[config.mk]
export PLATFORM = sky130hd
export DESIGN_NAME = mux2_stream_arbiter
export DESIGN_NICKNAME = d
export VERILOG_FILES = /design/src/rtl/arb_pkg.sv /design/src/rtl/mux2_stream_arbiter_mux.sv /design/src/rtl/mux2_stream_arbiter.sv
export SDC_FILE = /design/constraint.sdc
export NUM_CORES = 1
export LEC_CHECK = 0
export ABC_AREA = 1
export CAP_MARGIN = 10
export CORE_MARGIN = 2
export CORE_UTILIZATION = 30
export CTS_CLUSTER_DIAMETER = 30
export CTS_CLUSTER_SIZE = 10
export DETAILED_ROUTE_END_ITERATION = 7
export GPL_TIMING_DRIVEN = 0
export MAX_ROUTING_LAYER = met4
export PLACE_DENSITY_LB_ADDON = 0.15
export SYNTH_ARGS = -nofsm -noshare
export SYNTH_HDL_FRONTEND = slang
export SYNTH_SLANG_ARGS = --single-unit
[constraint.sdc]
create_clock -name clk -period 3 [get_ports clk]
set_input_delay 0.6 -clock clk [delete_from_list [all_inputs] [get_ports clk]]
set_output_delay 0.6 -clock clk [all_outputs]
set_load 0.03 [all_outputs]
[src/rtl/arb_pkg.sv]
// Shared types and constants for the two-requester burst arbiter.
// Source codes double as the 2:1 mux select values.
package arb_pkg;

  typedef enum logic [1:0] {
    IDLE,
    LOCK_A,
    LOCK_B
  } state_t;

  localparam logic SRC_A = 1'b0;
  localparam logic SRC_B = 1'b1;

  localparam int DEF_WIDTH     = 16;
  localparam int DEF_MAX_BEATS = 16;

endpackage

[src/rtl/mux2_stream_arbiter_mux.sv]
// Plain 2:1 halfword mux on the shared datapath.
// choose=0 passes a, choose=1 passes b.
module mux2_stream_arbiter_mux #(
  parameter int WIDTH = 16
) (
  input  logic             choose,
  input  logic [WIDTH-1:0] a,
  input  logic [WIDTH-1:0] b,
  output logic [WIDTH-1:0] z
);

  assign z = choose ? b : a;

endmodule

[src/rtl/mux2_stream_arbiter.sv]
// Round-robin, burst-locked arbiter of two valid/ready streams
// onto one registered output stream through the shared 2:1 mux.
module mux2_stream_arbiter
  import arb_pkg::*;
#(
  parameter int WIDTH     = DEF_WIDTH,
  parameter int MAX_BEATS = DEF_MAX_BEATS
) (
  input  logic             clk,
  input  logic             rst_n,
  input  logic             a_valid,
  input  logic             a_last,
  input  logic [WIDTH-1:0] a_data,
  output logic             a_ready,
  input  logic             b_valid,
  input  logic             b_last,
  input  logic [WIDTH-1:0] b_data,
  output logic             b_ready,
  output logic             z_valid,
  output logic [WIDTH-1:0] z_data,
  output logic             z_last,
  output logic             z_src,
  input  logic             z_ready,
  output logic             burst_err
);

  localparam int CW = $clog2(MAX_BEATS + 1);

  state_t          state;
  logic            prio;
  logic [CW-1:0]   cnt;
  logic            sel_q;

  logic            accept;
  logic            grant_a;
  logic            grant_b;
  logic            choose;
  logic            fire;
  logic            beat_last;
  logic            forced;
  logic            done;
  logic [CW-1:0]   cnt_nxt;
  logic [WIDTH-1:0] mux_z;

  always_comb begin
    grant_a = 1'b0;
    grant_b = 1'b0;
    unique case (state)
      IDLE: begin
        grant_a = a_valid && (!b_valid || prio == SRC_A);
        grant_b = b_valid && (!a_valid || prio == SRC_B);
      end
      LOCK_A:  grant_a = 1'b1;
      LOCK_B:  grant_b = 1'b1;
      default: ;
    endcase
  end

  assign accept  = !z_valid || z_ready;
  assign a_ready = rst_n && accept && grant_a;
  assign b_ready = rst_n && accept && grant_b;

  // With no grant the select keeps pointing at the last source.
  assign choose = grant_b ? SRC_B : (grant_a ? SRC_A : sel_q);

  assign fire      = (a_valid && a_ready) || (b_valid && b_ready);
  assign beat_last = (choose == SRC_B) ? b_last : a_last;
  assign cnt_nxt   = (state == IDLE) ? CW'(1) : cnt + CW'(1);
  assign forced    = !beat_last && (cnt_nxt == CW'(MAX_BEATS));
  assign done      = beat_last || forced;

  mux2_stream_arbiter_mux #(
    .WIDTH (WIDTH)
  ) u_mux (
    .choose (choose),
    .a      (a_data),
    .b      (b_data),
    .z      (mux_z)
  );

  always_ff @(posedge clk or negedge rst_n) begin
    if (!rst_n) begin
      state     <= IDLE;
      prio      <= SRC_A;
      cnt       <= '0;
      sel_q     <= SRC_A;
      z_valid   <= 1'b0;
      z_data    <= '0;
      z_last    <= 1'b0;
      z_src     <= SRC_A;
      burst_err <= 1'b0;
    end else begin
      sel_q     <= choose;
      burst_err <= fire && forced;
      if (fire) begin
        z_valid <= 1'b1;
        z_data  <= mux_z;
        z_src   <= choose;
        z_last  <= done;
        if (done) begin
          state <= IDLE;
          cnt   <= '0;
          prio  <= ~choose;
        end else begin
          state <= (choose == SRC_B) ? LOCK_B : LOCK_A;
          cnt   <= cnt_nxt;
        end
      end else if (z_ready) begin
        z_valid <= 1'b0;
      end
    end
  end

endmodule

* Yosys cells after proc, flatten, opt, wreduce, memory -nomap -nowiden
Index checks and enable logic that the tools add are counted.
** Storage, ports and cells
- Output and inout bits :: 22
- Register bits after elaboration :: 29
** Operators by class
- Reductions and logical operators :: 21
- Equal/unequal tests :: 3
- Add/subtract/negate cells :: 1
- Multiplexer cells :: 12
- Bitwise operators :: 2
** Operator list (number)
- $mux 16 :: 1
- $mux 5 :: 2
- $logic_and 1x1->1 :: 9
- $add 5x1->5 const B :: 1
- $eq 5x5->1 const B :: 1
- $logic_or 1x1->1 :: 5
- $mux 1 :: 5
- $logic_not 1->1 :: 4
- $mux 2 :: 2
- $pmux 1 s2 :: 2
- $eq 2x1->1 const B :: 1
- $eq 2x2->1 const B :: 1
- $logic_not 2->1 :: 1
- $not 1->1 :: 2
- $reduce_and 2->1 :: 1
- $reduce_bool 2->1 :: 1

* Longest topological paths before layout
Gate-level depths: netlist (run 1).
- Depth in word-level cells :: 11
- Mapped depth :: 11
- Depth with buffers taken out :: 11

* Modules after synthesis
Synthesis (run 1) repeated with hierarchy kept, for this count alone.
** Second synthesis, totals
- Cell total of the unflattened synthesis :: 218
- Area total of the unflattened synthesis :: 1615.3 sq um
** By module, submodules not included
- mux2_stream_arbiter :: cells each 166, times used 1, area each 1371.3 sq um
- mux2_stream_arbiter_mux :: cells each 52, times used 1, area each 244.0 sq um

* Worst setup path after synthesis (run 1)
Ideal clock, no wire load.
- Kind :: input -> output
- Start :: input a_valid
- End :: output b_ready
- Arrival time :: 1.107 ns
- Slack :: 1.293 ns
- Stages :: 5
- Path buffers :: 0
- Cell sequence :: nand2_1 > nand2_1 > a21oi_2 > nand2_1 > inv_1
** Between the ends
- Cells in the longest elaborated chain, start to end :: 5
** RTL lines
- start, declared :: line mux2_stream_arbiter.sv:11 : input logic a_valid,
- $logic_not 1->1 :: line mux2_stream_arbiter.sv:51 : grant_b = b_valid && (!a_valid || prio == SRC_B);
- $logic_or 1x1->1 :: line mux2_stream_arbiter.sv:51
- $logic_and 1x1->1 :: line mux2_stream_arbiter.sv:51
- $pmux 1 s2 :: line mux2_stream_arbiter.sv:48 : unique case (state)
- $logic_and 1x1->1 :: line mux2_stream_arbiter.sv:61 : assign b_ready = rst_n && accept && grant_b;
- end, declared :: line mux2_stream_arbiter.sv:18 : output logic b_ready,
No other way between the ends.

* Worst setup path after layout (run 1)
Ends and elaborated chain as after synthesis.

==> impl_metrics.env, run 1 <==
export IMPL_required_ns=2.40
export IMPL_antenna_found_initial=0
export IMPL_slew_headroom_pct=72.31
export IMPL_grtUsageTotal_pct=14.75
export IMPL_drive_gt1_share_pct=13.04
export IMPL_insertion_delay_ns=0.28
export IMPL_drv_slew=0
export IMPL_fp_dieH_um=74.39
export IMPL_drc_errors=0
export IMPL_vias_per_cell=4.241
export IMPL_cp_end_kind="output pin"
export IMPL_post_route_period_util_pct=93.73
export IMPL_setup_slack_ns=0.1880
export IMPL_clock_root_buffer="clkbuf_8"
export IMPL_core_area_mm2=0.004755
export IMPL_yosysTopAreaCell="dfrtp_1"
export IMPL_tightest_slew_ns=0.4153
export IMPL_num_vias=1357
export IMPL_grt_max_degree=18
export IMPL_grt_pass1_wl_mm=5.961
export IMPL_grt_util_met3_pct=4.472
export IMPL_crit_path_start_kind="primary input"
export IMPL_seq_area_frac_synth_pct=48.82
export IMPL_grt_pass1_vias=1356
export IMPL_antenna_cells=0
export IMPL_syn_to_final_growth_pct=53.79
export IMPL_synthesis_nets=225
export IMPL_die_w_um=74.39
export IMPL_overflow=0
export IMPL_crit_type="primary input to output pin"
export IMPL_cts_num_sinks=29
export IMPL_fin_skew_ns=0.002876
export IMPL_first_pass_iters=4
export IMPL_use_met2_pct=21.73
export IMPL_clk_pin_slew_ns=0.06
export IMPL_wl_mm=3.586
export IMPL_post_cts_buffers=0
export IMPL_busiest_layer="met2"
export IMPL_ys_top_cells_by_area="dfrtp_1, nand2_1, nand3_1"
export IMPL_ant_nets=0
export IMPL_core_rowCount=25
export IMPL_start_util_pct=31.26
export IMPL_final_common_cell="nand2_1"
export IMPL_final_cell_mix="nand2_1, clkdlybuf4s50_1, dfrtp_1, nand3_1, inv_1"
export IMPL_power_leakage_nw=1.063
export IMPL_cp_arrival_ns=2.21
export IMPL_p_per_area_mw_per_mm2=909.4
export IMPL_wl_per_cell_um=11.21
export IMPL_htreeDepth=2
export IMPL_cts_buffers_inserted=5
export IMPL_fin_crit_ns=2.812
export IMPL_status="complete, no violations"
export IMPL_final_nets=293
export IMPL_yosys_warnings=0
export IMPL_die_area_mm2=0.005534
export IMPL_fmax_ghz=0.3556
export IMPL_cp_max_fo=3
export IMPL_cts_tree="done"
export IMPL_vdd_ir_drop_worst_uv=398.1
export IMPL_drv_cap=0
export IMPL_synth_cells=185
export IMPL_place_hpwl_mm=2.700
export IMPL_clock_path_buffers=2
export IMPL_hp_class="primary input to async pin"
export IMPL_avgSynthCellArea_um2=8.035
export IMPL_yosys_register_bits=29
export IMPL_gp_congestion=0.8108
export IMPL_syn_cell_area_mm2=0.001486
export IMPL_hold_viol=0
export IMPL_setup_viol=0
export IMPL_hold_slack_ns=0.3380
export IMPL_drtIter0Drc=70
export IMPL_power_total_mw=2.079
export IMPL_grt_use_met1_pct=19.08
export IMPL_preCtsSetupSlack_ns=-0.3343
export IMPL_pin_count=61
export IMPL_portBuffers=60
export IMPL_grt_setup_unrepaired="false"
export IMPL_synth_top_cell_area_share_pct=48.82
export IMPL_synth_distinct_cells=24
==> cells by family after synthesis <==
| group | Yosys count | synth area share [%] |
|---|---|---|
| flip-flops | 29 | 48.82 |
| AO/OA/AOI/OAI | 10 | 3.788 |
| AND/OR/NAND/NOR | 125 | 39.56 |
| adder cells (fa/ha/maj) | 1 | 0.8416 |
| buffers and inverters | 20 | 6.986 |
==> state kept, by name, summed over array words and instances, names as in the netlist <==
name / cells
z_data: 16
cnt: 5
state: 2
burst_err: 1
prio: 1
sel_q: 1
z_last: 1
z_src: 1
z_valid: 1
==> metrics by stage <==
step                std cells  area, um2  TNS, ns  util (%)
global route              320       2286        0     48.08
detailed placement        313       2198  -0.6496     46.24
finish                    320       2286        0     48.08
CTS                       320       2286        0     48.08
global placement          312       2171   -6.804     45.66
floorplan                 185       1486        0         -
==> cell usage after synthesis <==
library cell  instances
nand2_1              75
dfrtp_1              29
nand3_1              22
inv_1                12
nor2_1                8
nand2_2               7
nand3_2               5
a21oi_1               4
inv_2                 3
nand4_1               3
buf_4                 2
o21ai_0               2
o21ai_1               2
a21oi_2               1
buf_6                 1
buf_8                 1
ha_1                  1
inv_4                 1
nand2_4               1
nand3_4               1
nand3b_1              1
nor2_2                1
nor2_4                1
o21a_1                1
==> layout make-up <==
type,instances,area (um2)
Buffer,4,41.29
Clock buffer,7,86.33
Fill cell,480,2469
Inverter,16,62.56
Multi-Input combinational cell,136,656.9
Sequential cell,29,725.7
Tap cell,67,83.83
Timing Repair Buffer,61,629.4
==> layer usage <==
metal,vias to the layer above,share of wire [%],wire length (um)
li1,719,-,-
met1,585,48,1739
met2,46,44,1589
met3,7,6.1,219
met4,0,1.1,38
met5,-,0,0
==> path summary, 6_finish.rpt <==
path                            startpoint   endpoint  slack [ns]  cells past startpoint
worst max-delay path               a_valid    b_ready        0.19                      7
worst min-delay path                 rst_n  burst_err        0.34                      1
worst max register to register    state[0]  z_data[3]        1.46                      9
worst min register to register   z_data[4]  z_data[4]        0.48                      2
max in group asynchronous            rst_n  z_data[3]        2.23                      2
min in group clk                 z_data[4]  z_data[4]        0.48                      2
==> report_power, final <==
group | leakage, nW | internal [mW] | switching, mW
registers | 0.367 | 0.552 | 0.116
logic | 0.652 | 0.448 | 0.641
clock network | 0.0443 | 0.182 | 0.140
==> worst max-delay path: stages <==
cell	delay, ns
clkdlybuf4s50_1	0.50
nand2_1	0.10
nand2_1	0.07
a21oi_2	0.16
nand2_1	0.07
inv_1	0.05
clkdlybuf4s50_1	0.66
==> repair_timing <==
| action | in CTS | in global routing |
|---|---|---|
| endpoints found under the setup margin | 2 | 0 |
| endpoints found under the hold margin | 0 | 0 |
| resized for setup | 3 | 0 |
| hold buffers | 0 | 0 |
Note: power is estimated with default switching activity, not from simulation.
==> run 2: changes to the inputs <==
--- a/config.mk
+++ b/config.mk
@@ -15,6 +15,8 @@
 export GPL_TIMING_DRIVEN = 0
 export MAX_ROUTING_LAYER = met4
 export PLACE_DENSITY_LB_ADDON = 0.15
+export RECOVER_POWER = 100
 export SYNTH_ARGS = -nofsm -noshare
 export SYNTH_HDL_FRONTEND = slang
+export SYNTH_HIERARCHICAL = 1
 export SYNTH_SLANG_ARGS = --single-unit
==> run 2 against run 1 <==
Synthesized area rose by 8.7%. Via count rose by 9.6%. Global-route usage decreased by 0.64 points. Count of clock-buffer cells in the layout unchanged. Die area up 8.2%. Worst hold slack got worse by 0.11 ns. Critical path depth stayed put. Synthesized cell count up 18%. Register-to-register slack worse by 0.47 ns. Sequential share of layout area down 1.5 points. Critical path type unchanged. Critical endpoint unchanged. Highest routed layer unchanged.
==> impl_metrics.env, run 2 <==
export IMPL_tns_ns=0
export IMPL_top_register="z_data"
export IMPL_switching_share_pct=45.53
export IMPL_grt_setup_unrepaired="false"
export IMPL_htreeDepth=2
export IMPL_clk_pin_slew_ns=0.06
export IMPL_vias_per_cell=4.165
export IMPL_syn_cell_area_mm2=0.001615
export IMPL_synth_edf_count=0
export IMPL_yosysTopAreaCell="dfrtp_1"
export IMPL_postLayoutCellArea_mm2=0.002396
export IMPL_num_vias=1487
export IMPL_gp_congestion=0.8358
export IMPL_crit_path_frequent_cell="nand2_1"
export IMPL_cts_tree="done"
export IMPL_tightest_slew_ns=0.4515
export IMPL_synth_common_cells="nand2_1, dfrtp_1, inv_1"
export IMPL_drc_errors=0
export IMPL_cts_num_sinks=29
export IMPL_yosysMostFrequentCell="nand2_1"
export IMPL_place_hpwl_mm=2.888
export IMPL_synthesis_nets=258
export IMPL_synthArstFlopShare_pct=100.0
export IMPL_fin_skew_ns=0.006284
export IMPL_pin_count=61
export IMPL_p_comb_share_pct=57.5
export IMPL_ctsHoldBuffers=0
export IMPL_drv_slew=0
export IMPL_status="complete, no violations"
export IMPL_overflow=0
export IMPL_top_regs="z_data x16, cnt x5, state x2"
export IMPL_hold_viol=0
export IMPL_place_area_mm2=0.002331
export IMPL_r2r_cells=9
export IMPL_setup_viol=0
export IMPL_cp_max_fo=4
export IMPL_cts_buffers_inserted=5
export IMPL_synth_distinct_cells=21
export IMPL_clock_path_buffers=2
export IMPL_setup_slack_ns=0.1349
export IMPL_core_rowCount=26
export IMPL_crit_path_start_kind="primary input"
export IMPL_final_common_cell="nand2_1"
export IMPL_power_leakage_nw=1.235
export IMPL_drtIter0Drc=84
export IMPL_power_frac_seq_pct=27.4
export IMPL_final_nets=326
export IMPL_yosys_warnings=6
export IMPL_preCtsSetupSlack_ns=-0.5022
export IMPL_clock_root_buffer="clkbuf_8"
export IMPL_fp_dieH_um=77.38
export IMPL_synthFlopType="dfrtp_1"
export IMPL_cp_buffers_inverters=2
export IMPL_start_util_pct=31.43
export IMPL_final_util_pct=46.62
export IMPL_avgSynthCellArea_um2=7.410
export IMPL_drive_gt1_share_pct=9.756
export IMPL_grtUsageTotal_pct=14.11
export IMPL_antenna_found_initial=0
export IMPL_post_route_period_util_pct=95.50
export IMPL_internal_power_mw=1.279
export IMPL_grt_pass1_wl_mm=6.637
export IMPL_cp_arrival_ns=2.27
export IMPL_insertion_delay_ns=0.28
export IMPL_slowest_delay_ns=0.67
export IMPL_p_per_area_mw_per_mm2=979.8
export IMPL_crit_type="primary input to output pin"
export IMPL_syn_to_final_growth_pct=48.33
export IMPL_crit_chain="dlygate4sd3_1 -> nand2_1 -> nand2_1 -> nand2_1 -> nand2_1 -> nor2_1 -> clkdlybuf4s50_1"
export IMPL_grt_pass1_vias=1465
export IMPL_ys_top_cells_by_area="dfrtp_1, nand2_1, buf_6"
export IMPL_power_switching_mw=1.069
export IMPL_post_cts_buffers=0
export IMPL_portBuffers=60
export IMPL_vdd_ir_drop_worst_uv=486.8
export IMPL_final_cell_mix="nand2_1, clkdlybuf4s50_1, dfrtp_1, dlygate4sd3_1, inv_1"
export IMPL_wl_per_cell_um=10.37
export IMPL_core_area_mm2=0.005140
export IMPL_largest_reg_flops=16
export IMPL_grt_max_degree=18
export IMPL_cp_end_kind="output pin"
export IMPL_seq_area_frac_synth_pct=44.93
export IMPL_fin_crit_ns=2.865
export IMPL_wl_mm=3.701
export IMPL_antenna_cells=0
export IMPL_yosys_register_bits=29
export IMPL_path_delay_family="buffers and inverters"
export IMPL_required_ns=2.40
export IMPL_synth_top_cell_area_share_pct=44.93
export IMPL_first_pass_iters=4
export IMPL_ant_nets=0
export IMPL_die_area_mm2=0.005987
export IMPL_slew_headroom_pct=69.90
export IMPL_hp_class="primary input to async pin"
export IMPL_p_clk_share_pct=15.1
export IMPL_fillCellCount=542
export IMPL_synth_cells=218
export IMPL_drv_cap=0
export IMPL_slowest_stage="clkdlybuf4s50_1"
export IMPL_die_w_um=77.38
export IMPL_fmax_ghz=0.3490
export IMPL_path_depth=7
run 2: cell count changes after synthesis, moves of 2 or more:
cell,previous run,this run
inv_1,12,15
o21ai_0,2,6
o21ai_1,2,0
inv_2,3,0
buf_6,1,6
nand2_1,75,123
buf_4,2,0
nand3_1,22,5
a21oi_1,4,1
run 2: repair_timing:
item | in CTS | in global routing
setup endpoints to repair | 2 | 2
gates resized for setup | 3 | 2
pin swaps | 0 | 0
run 2: cells by family (layout without fill, tap and decap cells):
group	Yosys count	after routing	share of synthesized area, %
AOI/OAI and AO/OA	9	9	3.021
and+or+nand+nor	155	155	41.44
DFF	29	29	44.93
adders and majority gates	1	1	0.7745
buffers and inverters	24	93	9.837
run 2: layer usage:
| metal | wire length [um] | vias to the layer above | track usage, % |
|---|---|---|---|
| met5 | 0 | - | - |
| met4 | 55 | 0 | 5.357 |
| met3 | 160 | 5 | 2.558 |
| met2 | 1751 | 37 | 22.35 |
| met1 | 1733 | 638 | 18.09 |
| li1 | - | 807 | - |
run 2: cell type report:
type,instances,area [um2],share of cell area (%)
multi-input cells,165,723.2,30.18
flip-flops and latches,29,725.7,30.29
clock inverters,1,5.005,0.2089
repair buffers,61,623.1,26.01
inverters,17,70.07,2.924
well taps,70,87.58,3.655
clock buffers,7,96.34,4.021
plain buffers,7,65.06,2.715
run 2: per-stage QoR:
stage	std cells	total power, mW	hold slack [ns]
finish	357	2.348	0.2244
global route	357	2.568	0.2468
CTS	357	2.463	0.3438
detailed placement	349	2.099	0.4576
global placement	348	2.088	0.4540
floorplan	218	1.619	0.3044
run 2: path summary, 6_finish.rpt:
path / from / end / slack (ns)
max: a_valid / b_ready / 0.13
min: rst_n / z_data[5] / 0.22
max reg2reg: state[1] / z_data[12] / 0.99
min reg2reg: z_data[15] / z_data[15] / 0.46
max in group asynchronous: rst_n / prio / 2.37
min in group clk: z_data[15] / z_data[15] / 0.46
run 2: power groups by stage:
stage          Sequential (mW)  Combinational (mW)  Clock [mW]
6_report                 0.644                1.35       0.355
5_1_grt                  0.670                1.51       0.383
4_1_cts                  0.650                1.45       0.366
3_5_place_dp             0.656                1.44           0
3_3_place_gp             0.650                1.44           0
2_1_floorplan            0.877               0.742           0
==> run 3: changes to the inputs <==
--- a/config.mk
+++ b/config.mk
@@ -16,6 +16,7 @@
 export MAX_ROUTING_LAYER = met4
 export PLACE_DENSITY_LB_ADDON = 0.15
 export RECOVER_POWER = 100
+export SLEW_MARGIN = 15
 export SYNTH_ARGS = -nofsm -noshare
 export SYNTH_HDL_FRONTEND = slang
 export SYNTH_HIERARCHICAL = 1
==> run 3 against run 2 <==
Cell area decreased by 2.0%. Cell count decreased by 0.28%. Die area unchanged. Register-to-register slack got worse by 0.03 ns. Worst hold slack improved by 0.044 ns. Clock power decreased by 12%. Sequential share of layout area increased by 0.63 points. Critical path depth unchanged.
==> impl_metrics.env, run 3 (synthesis results as in run 2) <==
export IMPL_status="complete, no violations"
export IMPL_final_nets=325
export IMPL_syn_to_final_growth_pct=45.31
export IMPL_r2r_end="z_data[12]"
export IMPL_antenna_found_initial=0
export IMPL_htreeDepth=2
export IMPL_power_leakage_nw=1.213
export IMPL_gp_congestion=0.8358
export IMPL_ant_nets=0
export IMPL_cts_num_sinks=29
export IMPL_cts_buffers_inserted=5
export IMPL_vias_per_cell=4.250
export IMPL_tightest_slew_ns=0.4712
export IMPL_final_util_pct=45.67
export IMPL_cp_startpoint="a_valid"
export IMPL_place_hpwl_mm=2.802
export IMPL_core_area_mm2=0.005140
export IMPL_grt_setup_unrepaired="false"
export IMPL_num_vias=1513
export IMPL_grt_pass1_vias=1494
export IMPL_fmax_ghz=0.3565
export IMPL_largest_reg_flops=16
export IMPL_post_route_period_util_pct=93.51
export IMPL_hold_slack_ns=0.2688
export IMPL_die_area_mm2=0.005987
export IMPL_preCtsSetupSlack_ns=0.06966
export IMPL_required_ns=2.40
export IMPL_cts_tree="done"
export IMPL_reg2reg_from="state[1]"
export IMPL_final_common_cell="nand2_1"
export IMPL_place_area_mm2=0.002298
export IMPL_drive_gt1_share_pct=8.042
export IMPL_clk_pin_slew_ns=0.06
export IMPL_fp_dieH_um=77.38
export IMPL_fin_skew_ns=0.006958
export IMPL_hold_viol=0
export IMPL_r2r_slack_ns=0.96
export IMPL_postLayoutCellArea_mm2=0.002347
export IMPL_grt_pass1_wl_mm=6.658
export IMPL_top_regs="z_data x16, cnt x5, state x2"
export IMPL_setup_viol=0
export IMPL_portBuffers=60
export IMPL_hp_class="primary input to async pin"
export IMPL_grt_max_degree=31
export IMPL_crit_type="primary input to output pin"
export IMPL_clock_path_buffers=2
export IMPL_vdd_ir_drop_worst_uv=462.3
export IMPL_fin_crit_ns=2.805
export IMPL_cp_arrival_ns=2.21
export IMPL_top_register="z_data"
export IMPL_slew_headroom_pct=68.59
export IMPL_drtIter0Drc=88
export IMPL_drc_errors=0
export IMPL_final_cell_mix="nand2_1, clkdlybuf4s50_1, dfrtp_1, dlygate4sd3_1, inv_1"
export IMPL_first_pass_iters=4
export IMPL_cp_end_kind="output pin"
export IMPL_crit_path_start_kind="primary input"
export IMPL_p_per_area_mw_per_mm2=980.3
export IMPL_cp_max_fo=4
export IMPL_r2r_cells=9
export IMPL_start_util_pct=31.43
export IMPL_core_rowCount=26
export IMPL_antenna_cells=0
export IMPL_die_w_um=77.38
export IMPL_power_total_mw=2.301
export IMPL_wl_per_cell_um=10.43
export IMPL_wl_mm=3.713
export IMPL_insertion_delay_ns=0.29
export IMPL_clock_root_buffer="clkbuf_8"
export IMPL_crit_path_end="b_ready"
export IMPL_drv_cap=0
export IMPL_grtUsageTotal_pct=14.34
export IMPL_pin_count=61
export IMPL_overflow=0
export IMPL_drv_slew=0
export IMPL_setup_slack_ns=0.1946
[run 3: changes by cell type in the layout (fill, tap and decap cells not counted), sizes merged]
cell           before  now
clkdlybuf4s50      38   37
buf                 6    4
clkbuf             10   12
clkinv              1    0
dlygate4sd3        21   22
[run 3: routing by layer]
layer	wire length, um	GRT usage [%]	part of all wire [%]	up-vias
met3	210	3.953	5.7	6
met2	1769	21.74	48	48
met5	0	-	0	-
met4	46	5.714	1.2	0
li1	-	-	-	805
met1	1687	18.24	45	654
[run 3: worst min path at each step]
stage               start          to  cells past startpoint
2_1_floorplan       rst_n   burst_err                      0
3_3_place_gp   z_data[15]  z_data[15]                      2
3_5_place_dp    z_data[1]   z_data[1]                      2
4_1_cts             rst_n      cnt[0]                      1
5_1_grt             rst_n   z_data[5]                      1
6_report            rst_n   z_data[5]                      1
[run 3: final cells by class]
| class | count | area, um2 |
|---|---|---|
| fillers | 568 | 2793 |
| flip-flops and latches | 29 | 725.7 |
| multi-input cells | 165 | 720.7 |
| repair buffers | 60 | 598.1 |
| well taps | 70 | 87.58 |
| clock buffers | 8 | 80.08 |
| inverters | 17 | 70.07 |
| plain buffers | 7 | 65.06 |
[run 3: stage by stage]
step | cells | TNS (ns)
floorplan | 218 | 0
global placement | 348 | -8.008
detailed placement | 348 | 0
CTS | 356 | 0
global route | 356 | 0
finish | 356 | 0
[run 3: power by group]
group / leakage [nW] / switching, mW / internal, mW
logic: 0.802 / 0.830 / 0.513
registers: 0.371 / 0.0941 / 0.551
clock network: 0.0395 / 0.148 / 0.164
[run 3: what timing repair did]
item | in CTS | in global routing
endpoints found under the setup margin | 0 | 2
buffers inserted | 0 | 0
hold buffers | 0 | 0
resized for setup | 0 | 1
[run 3: critical path: stages]
cell	delay, ns
clkdlybuf4s50_1	0.47
nand2_1	0.09
nand2_1	0.05
nand2_1	0.07
nand2_1	0.10
nor2_1	0.09
dlygate4sd3_1	0.74
